File: src/rtl/zap_cp15_pkg.sv
// Shared CP15 types: FSM states, CRn/CRm codes, c1 reset value and the MRC/MCR word layout.
// Also holds the banked physical-register layout used by zap_cp15_translate.
package zap_cp15_pkg;

    typedef enum logic [2:0] {
        S_IDLE,
        S_RD_REQ,
        S_RD_CAP,
        S_WR_CORE,
        S_MAINT,
        S_DONE
    } cp15_state_t;

    localparam logic [3:0] C0_ID    = 4'd0;
    localparam logic [3:0] C1_CTRL  = 4'd1;
    localparam logic [3:0] C2_TTBR  = 4'd2;
    localparam logic [3:0] C3_DAC   = 4'd3;
    localparam logic [3:0] C5_FSR   = 4'd5;
    localparam logic [3:0] C6_FAR   = 4'd6;
    localparam logic [3:0] C7_CACHE = 4'd7;
    localparam logic [3:0] C8_TLB   = 4'd8;

    localparam logic [3:0] CRM_INV_I   = 4'd5;
    localparam logic [3:0] CRM_INV_D   = 4'd6;
    localparam logic [3:0] CRM_INV_ALL = 4'd7;

    localparam logic [31:0] C1_RESET = 32'h0000_0078;

    localparam logic [4:0] MODE_USR = 5'b10000;
    localparam logic [4:0] MODE_FIQ = 5'b10001;
    localparam logic [4:0] MODE_IRQ = 5'b10010;
    localparam logic [4:0] MODE_SVC = 5'b10011;
    localparam logic [4:0] MODE_ABT = 5'b10111;
    localparam logic [4:0] MODE_UND = 5'b11011;

    // Banked registers sit above R0-R15 and the RAZ slot at index 16.
    localparam int PHY_FIQ_R8  = 17;
    localparam int PHY_IRQ_R13 = 24;
    localparam int PHY_SVC_R13 = 26;
    localparam int PHY_UND_R13 = 28;
    localparam int PHY_ABT_R13 = 30;

    typedef struct packed {
        logic [3:0] cond;
        logic [3:0] op;
        logic [2:0] opc1;
        logic       l;
        logic [3:0] crn;
        logic [3:0] rd;
        logic [3:0] cpn;
        logic [2:0] opc2;
        logic       cprt;
        logic [3:0] crm;
    } cp_word_t;

    // {icache, dcache} invalidate mask for a maintenance CRm; zero means unsupported.
    function automatic logic [1:0] maint_mask(input logic [3:0] crm);
        case (crm)
            CRM_INV_I:   return 2'b10;
            CRM_INV_D:   return 2'b01;
            CRM_INV_ALL: return 2'b11;
            default:     return 2'b00;
        endcase
    endfunction

    function automatic logic is_reg_crn(input logic [3:0] crn);
        return crn inside {C0_ID, C1_CTRL, C2_TTBR, C3_DAC, C5_FSR, C6_FAR};
    endfunction

endpackage

File: src/rtl/zap_cp15_translate.sv
// Combinational architectural (Rd, mode) to physical register index mapping.
module zap_cp15_translate
    import zap_cp15_pkg::*;
#(
    parameter int PHY_REGS = 46
)(
    input  logic [3:0]                  rd,
    input  logic [4:0]                  mode,
    output logic [$clog2(PHY_REGS)-1:0] index
);

    localparam int IW = $clog2(PHY_REGS);

    always_comb begin
        index = IW'(rd);
        case (mode)
            MODE_FIQ: if (rd >= 4'd8 && rd <= 4'd14)  index = IW'(PHY_FIQ_R8  + int'(rd) - 8);
            MODE_IRQ: if (rd == 4'd13 || rd == 4'd14) index = IW'(PHY_IRQ_R13 + int'(rd) - 13);
            MODE_SVC: if (rd == 4'd13 || rd == 4'd14) index = IW'(PHY_SVC_R13 + int'(rd) - 13);
            MODE_UND: if (rd == 4'd13 || rd == 4'd14) index = IW'(PHY_UND_R13 + int'(rd) - 13);
            MODE_ABT: if (rd == 4'd13 || rd == 4'd14) index = IW'(PHY_ABT_R13 + int'(rd) - 13);
            default: ;
        endcase
    end

endmodule

File: src/rtl/zap_cp15_ctrl.sv
// CP15 controller: executes MRC/MCR against c0-c6 and sequences c7/c8 maintenance.
// Define ZAP_CP15_UNDEF_EN to add o_cp_undef, flagging unsupported requests with o_cp_done.
module zap_cp15_ctrl
    import zap_cp15_pkg::*;
#(
    parameter int          PHY_REGS = 46,
    parameter logic [31:0] CPU_ID   = 32'h4156_0000
)(
    input  logic                        i_clk,
    input  logic                        i_reset_n,
    input  logic                        i_cp_dav,
    input  logic [31:0]                 i_cp_word,
    input  logic [4:0]                  i_cpsr_mode,
    output logic                        o_cp_done,
    output logic                        o_reg_rd_en,
    output logic                        o_reg_wr_en,
    output logic [$clog2(PHY_REGS)-1:0] o_reg_index,
    output logic [31:0]                 o_reg_wr_data,
    input  logic [31:0]                 i_reg_rd_data,
    output logic [31:0]                 o_cp1_ctrl,
    output logic [31:0]                 o_ttbr,
    output logic [31:0]                 o_dac,
    output logic [31:0]                 o_fsr,
    output logic [31:0]                 o_far,
    output logic [1:0]                  o_cache_inv_req,
    output logic                        o_tlb_inv_req,
    input  logic                        i_maint_ack,
    input  logic                        i_fault_we,
    input  logic [31:0]                 i_fsr_din,
    input  logic [31:0]                 i_far_din
`ifdef ZAP_CP15_UNDEF_EN
    ,output logic                       o_cp_undef
`endif
);

    localparam int IW = $clog2(PHY_REGS);

    // Handshake: i_cp_dav is a level held until o_cp_done; a request is taken only while armed,
    // and armed returns once dav is sampled low, so a dav left high never re-issues.
    cp_word_t    w_in;
    cp15_state_t state;
    logic        armed;
    logic [3:0]  crn_q;
    logic [IW-1:0] xlat_idx;
    logic [31:0] mrc_data;
    logic [1:0]  maint;
    logic        is_cprt;
    logic        unsup;
    logic        unused_fields;

    assign w_in          = i_cp_word;
    assign maint         = maint_mask(w_in.crm);
    assign is_cprt       = (w_in.op == 4'hE) && w_in.cprt && (w_in.cpn == 4'hF);
    assign unused_fields = ^{w_in.cond, w_in.opc1, w_in.opc2};

    always_comb begin
        if (!is_cprt)
            unsup = 1'b1;
        else if (w_in.l)
            unsup = !is_reg_crn(w_in.crn);
        else
            unsup = !(is_reg_crn(w_in.crn) ||
                      ((w_in.crn == C7_CACHE || w_in.crn == C8_TLB) && maint != 2'b00));
    end

    always_comb begin
        mrc_data = 32'h0;
        case (w_in.crn)
            C0_ID:   mrc_data = CPU_ID;
            C1_CTRL: mrc_data = o_cp1_ctrl;
            C2_TTBR: mrc_data = o_ttbr;
            C3_DAC:  mrc_data = o_dac;
            C5_FSR:  mrc_data = o_fsr;
            C6_FAR:  mrc_data = o_far;
            default: mrc_data = 32'h0;
        endcase
    end

    zap_cp15_translate #(.PHY_REGS(PHY_REGS)) u_translate (
        .rd    (w_in.rd),
        .mode  (i_cpsr_mode),
        .index (xlat_idx)
    );

    always_ff @(posedge i_clk) begin
        if (!i_reset_n) begin
            state           <= S_IDLE;
            armed           <= 1'b1;
            crn_q           <= 4'h0;
            o_cp_done       <= 1'b0;
            o_reg_rd_en     <= 1'b0;
            o_reg_wr_en     <= 1'b0;
            o_reg_index     <= '0;
            o_reg_wr_data   <= 32'h0;
            o_cp1_ctrl      <= C1_RESET;
            o_ttbr          <= 32'h0;
            o_dac           <= 32'h0;
            o_fsr           <= 32'h0;
            o_far           <= 32'h0;
            o_cache_inv_req <= 2'b00;
            o_tlb_inv_req   <= 1'b0;
`ifdef ZAP_CP15_UNDEF_EN
            o_cp_undef      <= 1'b0;
`endif
        end else begin
            o_cp_done   <= 1'b0;
            o_reg_rd_en <= 1'b0;
            o_reg_wr_en <= 1'b0;
`ifdef ZAP_CP15_UNDEF_EN
            o_cp_undef  <= 1'b0;
`endif
            if (!i_cp_dav)
                armed <= 1'b1;
            // MMU fault capture; an MCR landing on c5/c6 below overrides it.
            if (i_fault_we) begin
                o_fsr <= i_fsr_din;
                o_far <= i_far_din;
            end
            case (state)
                S_IDLE: if (i_cp_dav && armed) begin
                    armed <= 1'b0;
                    crn_q <= w_in.crn;
                    if (unsup) begin
                        state     <= S_DONE;
                        o_cp_done <= 1'b1;
`ifdef ZAP_CP15_UNDEF_EN
                        o_cp_undef <= 1'b1;
`endif
                    end else if (w_in.l) begin
                        state         <= S_WR_CORE;
                        o_reg_wr_en   <= (w_in.rd != 4'hF);
                        o_reg_index   <= xlat_idx;
                        o_reg_wr_data <= mrc_data;
                    end else if (is_reg_crn(w_in.crn)) begin
                        state       <= S_RD_REQ;
                        o_reg_rd_en <= 1'b1;
                        o_reg_index <= xlat_idx;
                    end else begin
                        state <= S_MAINT;
                        if (w_in.crn == C7_CACHE)
                            o_cache_inv_req <= maint;
                        else
                            o_tlb_inv_req <= 1'b1;
                    end
                end
                S_RD_REQ: state <= S_RD_CAP;
                S_RD_CAP: begin
                    case (crn_q)
                        C1_CTRL: o_cp1_ctrl <= i_reg_rd_data;
                        C2_TTBR: o_ttbr     <= i_reg_rd_data;
                        C3_DAC:  o_dac      <= i_reg_rd_data;
                        C5_FSR:  o_fsr      <= i_reg_rd_data;
                        C6_FAR:  o_far      <= i_reg_rd_data;
                        default: ;
                    endcase
                    state     <= S_DONE;
                    o_cp_done <= 1'b1;
                end
                S_WR_CORE: begin
                    state     <= S_DONE;
                    o_cp_done <= 1'b1;
                end
                S_MAINT: if (i_maint_ack) begin
                    o_cache_inv_req <= 2'b00;
                    o_tlb_inv_req   <= 1'b0;
                    state           <= S_DONE;
                    o_cp_done       <= 1'b1;
                end
                S_DONE:  state <= S_IDLE;
                default: state <= S_IDLE;
            endcase
        end
    end

endmodule

File: config.mk
export PLATFORM = sky130hd
export DESIGN_NAME = zap_cp15_ctrl
export DESIGN_NICKNAME = d
export VERILOG_FILES = /design/src/rtl/zap_cp15_pkg.sv /design/src/rtl/zap_cp15_translate.sv /design/src/rtl/zap_cp15_ctrl.sv
export SDC_FILE = /design/constraint.sdc
export NUM_CORES = 1
export LEC_CHECK = 0
export ABC_AREA = 1
export CORE_MARGIN = 8
export CORE_UTILIZATION = 45
export CTS_BUF_LIST = sky130_fd_sc_hd__clkbuf_8
export DETAILED_ROUTE_END_ITERATION = 16
export HOLD_SLACK_MARGIN = 0.15
export PLACE_DENSITY = 0.79
export SKIP_CTS_REPAIR_TIMING = 1
export SLEW_MARGIN = 20
export SYNTH_ARGS = -nofsm -noshare
export SYNTH_HDL_FRONTEND = slang
export SYNTH_HIERARCHICAL = 1
export SYNTH_SLANG_ARGS = --single-unit
File: constraint.sdc
create_clock -name i_clk -period 1.8 [get_ports i_clk]
set_input_delay 0.18 -clock i_clk [delete_from_list [all_inputs] [get_ports i_clk]]
set_output_delay 0.18 -clock i_clk [all_outputs]
set_load 0.1 [all_outputs]
### Word-level counts from Yosys, hierarchy flattened

Cells that the tools add are included.

| storage, ports and cells | value |
|---|---|
| bits in read-only memories | 0 |
| bits in latches | 0 |
| logic and storage cells | 142 |
| bits in registers | 212 |
| bits in writable memories | 0 |
| memories kept | 0 |

| cells by class | value |
|---|---|
| bitwise operators | 5 |
| div/mod/pow operators | 0 |
| reduce and logical (&&, ||, !) cells | 28 |
| equality and inequality tests | 36 |
| muxes and demuxes | 46 |
| $lt $le $gt $ge | 2 |
| add/subtract/negate cells | 10 |
| shifts and indexed selects | 0 |
| $mul | 0 |

Operator list:

| kind | number |
|---|---|
| $mux 32 | 6 |
| $pmux 32 s6 | 1 |
| $mux 6 | 7 |
| $eq 4x3->1 const B | 8 |
| $add 5x4->6 const A | 5 |
| $pmux 6 s5 | 1 |
| $sub 6x5->6 const B | 5 |
| $eq 5x5->1 const B | 5 |
| $eq 4x4->1 const B | 5 |
| $eq 4x2->1 const B | 4 |
| $mux 1 | 15 |
| $mux 3 | 5 |
| $ne 2x2->1 const B | 7 |
| $reduce_and 7->1 | 2 |
| $mux 2 | 6 |
| $pmux 3 s4 | 1 |
| $reduce_and 2->1 | 5 |
| $reduce_or 5->1 | 2 |
| $eq 4x1->1 const B | 2 |
| $reduce_and 4->1 | 2 |
| $eq 3x2->1 const B | 2 |
| $pmux 2 s3 | 1 |
| $reduce_bool 2->1 | 3 |
| $reduce_bool 6->1 | 1 |
| other kinds (15) | 26 |

### Longest topological paths before layout

Gate-level depths: netlist (run 1).

| logic depth | value |
|---|---|
| depth in word-level cells | 11 |
| depth in mapped cells | 13 |
| mapped depth without buffers | 12 |

### Hierarchy

Netlist (run 1), hierarchy kept.

Modules (own cells, without submodules):

| module | times used | area an instance (µm²) | cells each |
|---|---|---|---|
| zap_cp15_ctrl | 1 | 9459.1 | 1310 |
| zap_cp15_translate | 1 | 538.0 | 97 |

### Worst setup path before layout (run 1)

No wires, ideal clock.

| timing | value |
|---|---|
| kind | register -> register |
| from | register state[0] |
| to | register o_reg_wr_data[22] |
| arrival time | 1.532 ns |
| stages on the path, launching flop included | 10 |
| period minus slack after synthesis | 1.648 ns |
| path slack | 0.152 ns |
| path buffers | 1 |
| path through | dfxtp_1 -> nor2_1 -> inv_1 -> nor2_4 -> nand2_2 -> inv_2 -> nand4_4 -> buf_6 -> o21ai_0 -> nor2_1 |

| between the ends | value |
|---|---|
| longest elaborated chain between the ends | 2 |

RTL lines:

| item | RTL line | RTL |
|---|---|---|
| start: declaration | zap_cp15_ctrl.sv:41 | `cp15_state_t state;` |
| start signal: assignment | zap_cp15_ctrl.sv:87 | `state <= S_IDLE;` |
| start signal: assignment | zap_cp15_ctrl.sv:124 | `state <= S_DONE;` |
| start signal: assignment | zap_cp15_ctrl.sv:130 | `state <= S_WR_CORE;` |
| $logic_not 3->1 | zap_cp15_ctrl.sv:119 | `case (state)` |
| $reduce_and 4->1 (no source line) | - |  |
| end signal: assignment | zap_cp15_ctrl.sv:133 | `o_reg_wr_data <= mrc_data;` |
| end: declaration | zap_cp15_ctrl.sv:18 | `output logic [31:0] o_reg_wr_data,` |

Every way passes these cells.
A chain may end at the register's enable or synchronous reset.

### Worst setup path in the final report (run 1)

| timing | value |
|---|---|
| from | register state[1] |
| to | register o_dac[15] |

| between the ends | value |
|---|---|
| longest elaborated chain between the ends | 2 |

RTL lines:

| item | RTL line | RTL |
|---|---|---|
| $eq 3x2->1 | zap_cp15_ctrl.sv:119 |  |
| $reduce_and 2->1 (no source line) | - |  |
| end signal: assignment | zap_cp15_ctrl.sv:151 | `C3_DAC: o_dac <= i_reg_rd_data;` |
| end: declaration | zap_cp15_ctrl.sv:22 | `output logic [31:0] o_dac,` |

Every way passes these cells.

==> impl_metrics.py, run 1 <==
metrics = {
    "setup_path": {
        "crit_type": "reg2reg",
        "startpoint_type": "flip-flop",
        "critPathBufInv": 5,
        "slowest_stage": "nor4_4",
        "path_cells": "inv_2, nor2_4, nand2_2, buf_8, nor4_4, buf_6, buf_12, buf_12, nor2_4, a211oi_2",
        "critPathMaxStageDelay_ns": 0.37,
        "crit_arrival_ns": 2.25,
        "path_delay_family": "simple AND/OR/NAND/NOR gates",
        "crit_required_ns": 2.24,
        "endpoint_kind": "flip-flop",
        "path_max_fanout": 5,
    },
    "synth": {
        "yosysWarnings": 6,
        "netlist_instances": 1407,
        "ys_ff_latch": 212,
        "syn-num-nets": 1548,
        "synth_area_leader_cell": "dfxtp_1",
        "async_flop_share": 0,
        "ys.flop_type": "dfxtp_1",
        "ys_seq_area_frac": 0.425,
        "synth_area_leaders": "dfxtp_1 (42%), o21ai_0 (11%), a21oi_1 (8.2%)",
        "syn-cell-area_mm2": 0.0100,
        "synth_cell_type_count": 34,
        "yosysTopAreaCellShare": 0.425,
        "avgSynthCellArea_um2": 7.11,
        "synth.most_common_cell": "o21ai_0",
        "synth_edf_count": 0,
        "synth_common_cells": "o21ai_0 (229), dfxtp_1 (212), nand2_1 (211), inv_1 (196), a21oi_1 (164)",
    },
    "placed_design": {
        "place_congestion": 0.931,
        "dp.cells": 2000,
        "portBuffers": 331,
        "post-dp-hpwl_mm": 27.2,
    },
    "global_route": {
        "grt_overflow_total": 0,
        "grt_pass1_vias": 10600,
        "grt_util_all_layers": 0.263,
        "grt_pass1_wl_mm": 57.3,
        "grt_max_degree": 78,
        "antenna_found_initial": 2,
    },
    "cts": {
        "numCtsBuffers": 37,
        "cts_tree": "done",
        "clock_tree.buffer_depth": 3,
        "path_clk_slew_ns": 0.06,
        "htreeDepth": 2,
        "cts.sinks": 212,
        "cts-root-buf": "clkbuf_8",
        "insertion_delay_ns": 0.53,
    },
    "timing": {
        "maxSlewHeadroom": 0.694,
        "finalCriticalPeriod_ns": 1.81,
        "fin_crit_sh": 1.00,
        "worst_slack_ns": -0.00878,
        "fin_tns_setup_ns": -0.0159,
        "worst_pin_slew_ns": 0.460,
        "rsz0062_at_grt": "yes",
        "max_clock_freq_mhz": 553,
        "clock_skew_ns": 0.0198,
        "drv_slew": 0,
        "finalHoldViolCount": 0,
        "finalSetupViolations": 2,
    },
    "status": {
        "failed_checks": "negative setup slack",
        "outcome": "finished, violations left",
    },
    "detailed_routing": {
        "wire_per_inst_um": 19.2,
        "dr.first_iter.drc_count": 896,
        "antenna_left": 0,
        "drt-vias-per-instance": 5.40,
        "drc": 0,
        "dr.pass1.iters": 5,
        "routed_wl_mm": 40.1,
        "dr_total_vias": 11300,
    },
    "finish": {
        "drive_above_1_share": 0.242,
        "stdcell_count": 2086,
        "postLayoutCoreUtil": 0.676,
        "syn2layout_area_growth_pct": 47.6,
        "nets": 1922,
    },
    "floorplan": {
        "dieArea_mm2": 0.0272,
        "io_pins": 342,
        "die_w_um": 165,
        "rows": 54,
        "die_y_um": 165,
        "start_util": 0.458,
        "core_area_mm2": 0.0218,
    },
    "pwr": {
        "power.density_mw_per_mm2": 866,
        "p_leak_nw": 6.65,
        "ir_drop_v": 0.000556,
    },
    "worst_hold_path": {
        "worst_hold_path_type": "in2reg",
    },
    "job": {
        "drv_cap": 0,
    },
}
final cells by class:
| class | instances | area [um^2] |
|---|---|---|
| diodes | 1 | 2.50 |
| clock buffers | 51 | 702 |
| clock inverters | 12 | 83.8 |
| fillers | 1877 | 7070 |
| inverters | 206 | 778 |
| multi-input cells | 899 | 4670 |
| flip-flops and latches | 212 | 4250 |
| well taps | 280 | 350 |
| repair buffers | 425 | 3920 |
cells by family (layout without fill, tap and decap cells):
logic type | after synthesis | in the layout | share of synthesized area
simple gates | 429 | 429 | 0.194
other cells | 0 | 1 | 0
mux | 20 | 20 | 0.0225
flops | 212 | 212 | 0.425
fa+ha+maj | 3 | 3 | 0.00376
buf+inv | 296 | 694 | 0.119
compound gates | 447 | 447 | 0.236
layer usage:
metal / global-route usage / wire length (um)
met2: 0.446 / 18800
met3: 0.0764 / 4480
met1: 0.315 / 15500
met4: 0.0860 / 1270
met5: 0 / 24
metrics by stage:
stage	setup slack, ns	power, mW	cell area, um^2	hold WS [ns]
5_1_grt	-0.0505	13.3	14800	0.146
6_report	-0.00878	12.8	14800	0.121
3_3_place_gp	-0.175	8.07	13500	0.452
4_1_cts	-0.0229	12.7	14300	0.0899
3_5_place_dp	-0.256	8.11	13500	0.457
2_1_floorplan	0.152	7.11	10000	0.281
registers in the layout, indices dropped and copies added (netlist names):
name	flops
o_reg_wr_en	1
o_reg_rd_en	1
o_cache_inv_req	2
o_reg_wr_data	32
o_reg_index	6
o_tlb_inv_req	1
state	3
o_cp1_ctrl	32
o_far	32
crn_q	4
o_cp_done	1
o_ttbr	32
o_dac	32
o_fsr	32
armed	1
worst paths after layout:
path	from	endpoint	slack, ns	cells past startpoint
worst max-delay path	state[1]	o_dac[15]	-0.009	10
worst min-delay path	i_reset_n	state[1]	0.12	3
worst max register to register	state[1]	o_dac[15]	-0.009	10
worst min register to register	o_tlb_inv_req	o_tlb_inv_req	0.47	2
power breakdown:
group	internal, mW	switching (mW)
clock	2.66	1.98
combinational	0.932	2.17
sequential	4.90	0.136
total	8.49	4.28
layout by cell type (no fill, tap or decap), types with 2 or more instances in the layout:
cell and count:
nand3_1 61, o211ai_1 6, nor3_2 4, clkinv_1 2
o21ai_0 222, mux2_2 20, nor2_1 84, buf_8 2
ha_1 3, inv_1 198, nor3_1 6, clkdlybuf4s50_1 125
o21ai_1 7, inv_2 9, clkinv_2 6, buf_12 21
a21oi_1 164, buf_4 263, nor3_4 4, nand3_2 4
o22ai_1 14, nand2_4 3, clkbuf_8 51, a211oi_1 23
clkbuf_16 6, nand2_2 9, nand2_1 210, nand4_1 30
nor2_2 5, a211oi_2 9, nor2_4 5, dfxtp_1 211
buf_6 8
worst register-to-register path: stages, from the launching register on:
cell and delay (ns):
dfxtp_2 0.34, inv_2 0.05, nor2_4 0.12, nand2_2 0.09
buf_8 0.14, nor4_4 0.38, buf_6 0.18, buf_12 0.12
buf_12 0.11, nor2_4 0.04, a211oi_2 0.18
Power figures use the tool's default switching activity.
==> run 2, diff against run 1 <==
Settings changed: REMOVE_ABC_BUFFERS from default to 1.
==> run 2 against run 1 <==
  * Setup slack improved by 0.051 ns
  * Clock power down 2%
  * Highest routed layer unchanged
  * Critical path depth is 1 lower
  * Register-to-register slack better by 0.05 ns
  * Non-clock buffer count decreased by 18
  * Global-route usage decreased by 0.41 points
  * Utilization down 1.6 points
  * The flow now finishes without violations
  * Via count shrank 1.7%
==> impl_metrics.py, run 2 (synthesis gave the netlist of run 1 again) <==
metrics = {
    "status": {
        "outcome": "completed",
    },
    "timing": {
        "drv_slew": 0,
        "finalHoldViolCount": 0,
        "worst_slack_ns": 0.0422,
        "worst_pin_slew_ns": 0.553,
        "hold_slack_ns": 0.171,
        "clock_skew_ns": 0.0228,
        "finalSetupViolations": 0,
        "finalCriticalPeriod_ns": 1.76,
        "max_clock_freq_mhz": 569,
        "rsz0062_at_grt": "yes",
        "fin_crit_sh": 0.977,
        "maxSlewHeadroom": 0.632,
    },
    "global_route": {
        "grt_pass1_wl_mm": 56.3,
        "grt_util_all_layers": 0.259,
        "met3_usage": 0.0778,
        "grt_pass1_vias": 10400,
        "globalRouteMet2Util": 0.430,
        "grt_util_met1": 0.315,
        "grt_max_degree": 141,
        "grt_overflow_total": 0,
        "antenna_found_initial": 2,
        "busiest_layer": "met2",
    },
    "job": {
        "drv_cap": 0,
    },
    "cts": {
        "path_clk_slew_ns": 0.06,
        "cts-root-buf": "clkbuf_8",
        "cts_tree": "done",
        "numCtsBuffers": 38,
        "insertion_delay_ns": 0.52,
        "cts.sinks": 212,
        "htreeDepth": 2,
        "clock_tree.buffer_depth": 3,
    },
    "pwr": {
        "power.density_mw_per_mm2": 882,
        "p_leak_nw": 6.51,
        "ir_drop_v": 0.000560,
    },
    "detailed_routing": {
        "drc": 0,
        "routed_wl_mm": 38.2,
        "dr_total_vias": 11100,
        "drt-vias-per-instance": 5.35,
        "dr.first_iter.drc_count": 824,
        "wire_per_inst_um": 18.5,
        "dr.pass1.iters": 5,
        "antenna_left": 0,
    },
    "worst_hold_path": {
        "worstHoldStart": "i_reset_n",
        "worst_hold_path_type": "in2reg",
    },
    "setup_path": {
        "crit_type": "reg2reg",
        "r2r-start": "state[1]",
        "endpoint_kind": "flip-flop",
        "startpoint_type": "flip-flop",
        "crit_arrival_ns": 2.15,
        "crit_start": "state[1]",
        "path_max_fanout": 7,
        "crit_required_ns": 2.19,
        "r2r_slack_ns": 0.04,
    },
    "finish": {
        "nets": 1905,
        "drive_above_1_share": 0.225,
        "final_common_cell": "buf_4",
        "syn2layout_area_growth_pct": 44.0,
        "fill_cells": 1918,
        "diodes": 0,
        "final_cell_mix": "buf_4 (255), o21ai_0 (229), dfxtp_1 (211), nand2_1 (210), inv_1 (204)",
        "finalInstanceArea_mm2": 0.0144,
    },
    "placed_design": {
        "portBuffers": 331,
        "dpl-instance-area_mm2": 0.0134,
        "dp_slack_ns": -0.281,
        "post-dp-hpwl_mm": 26.2,
        "place_congestion": 0.862,
    },
    "floorplan": {
        "die_y_um": 165,
        "rows": 54,
        "start_util": 0.458,
        "core_area_mm2": 0.0218,
        "die_w_um": 165,
        "dieArea_mm2": 0.0272,
        "io_pins": 342,
    },
}
[run 2: cell type report]
class,count,area (um^2),share of cell area
repair buffers,407,3650,0.254
flip-flops and latches,212,4250,0.295
clock inverters,16,108,0.00747
multi-input cells,899,4600,0.320
inverters,206,778,0.0541
clock buffers,48,661,0.0459
well taps,280,350,0.0243
[run 2: report_power, final]
group          internal [mW]  switching (mW)  total, mW  leakage [nW]
Combinational          0.960            2.16       3.12          4.36
Clock                   2.55            2.01       4.56         0.423
Sequential              4.90           0.127       5.03          1.72
[run 2: worst paths after layout]
| kind | end | depth (start not counted) |
|---|---|---|
| setup reg to reg | o_fsr[8] | 9 |
| hold / removal | o_cp_done | 3 |
| setup / recovery | o_fsr[8] | 9 |
| hold reg to reg | o_tlb_inv_req | 2 |
[run 2: stage by stage]
step                setup TNS [ns]  total power, mW  utilization  cells
floorplan                  -193.00             7.02            -   1317
global placement             -8.13             8.07        0.616   1992
detailed placement           -9.70             8.11        0.616   1992
CTS                              0             12.6        0.651   2056
global route                -0.321             13.2        0.660   2068
finish                           0             12.7        0.660   2068
[run 2: worst max-delay path, stage by stage, from the launching register on]
cell,delay (ns)
dfxtp_2,0.34
inv_1,0.06
nor2_2,0.11
nand2_2,0.12
buf_6,0.16
nor3_4,0.30
buf_6,0.16
buf_4,0.14
buf_6,0.17
a21oi_1,0.08
[run 2: per-layer routing]
layer	wire length (um)	share of wire	vias to the layer above
li1	-	-	5377
met1	15300	0.40	5091
met2	18200	0.48	523
met3	3630	0.095	77
met4	1060	0.028	4
met5	27	0.00071	-
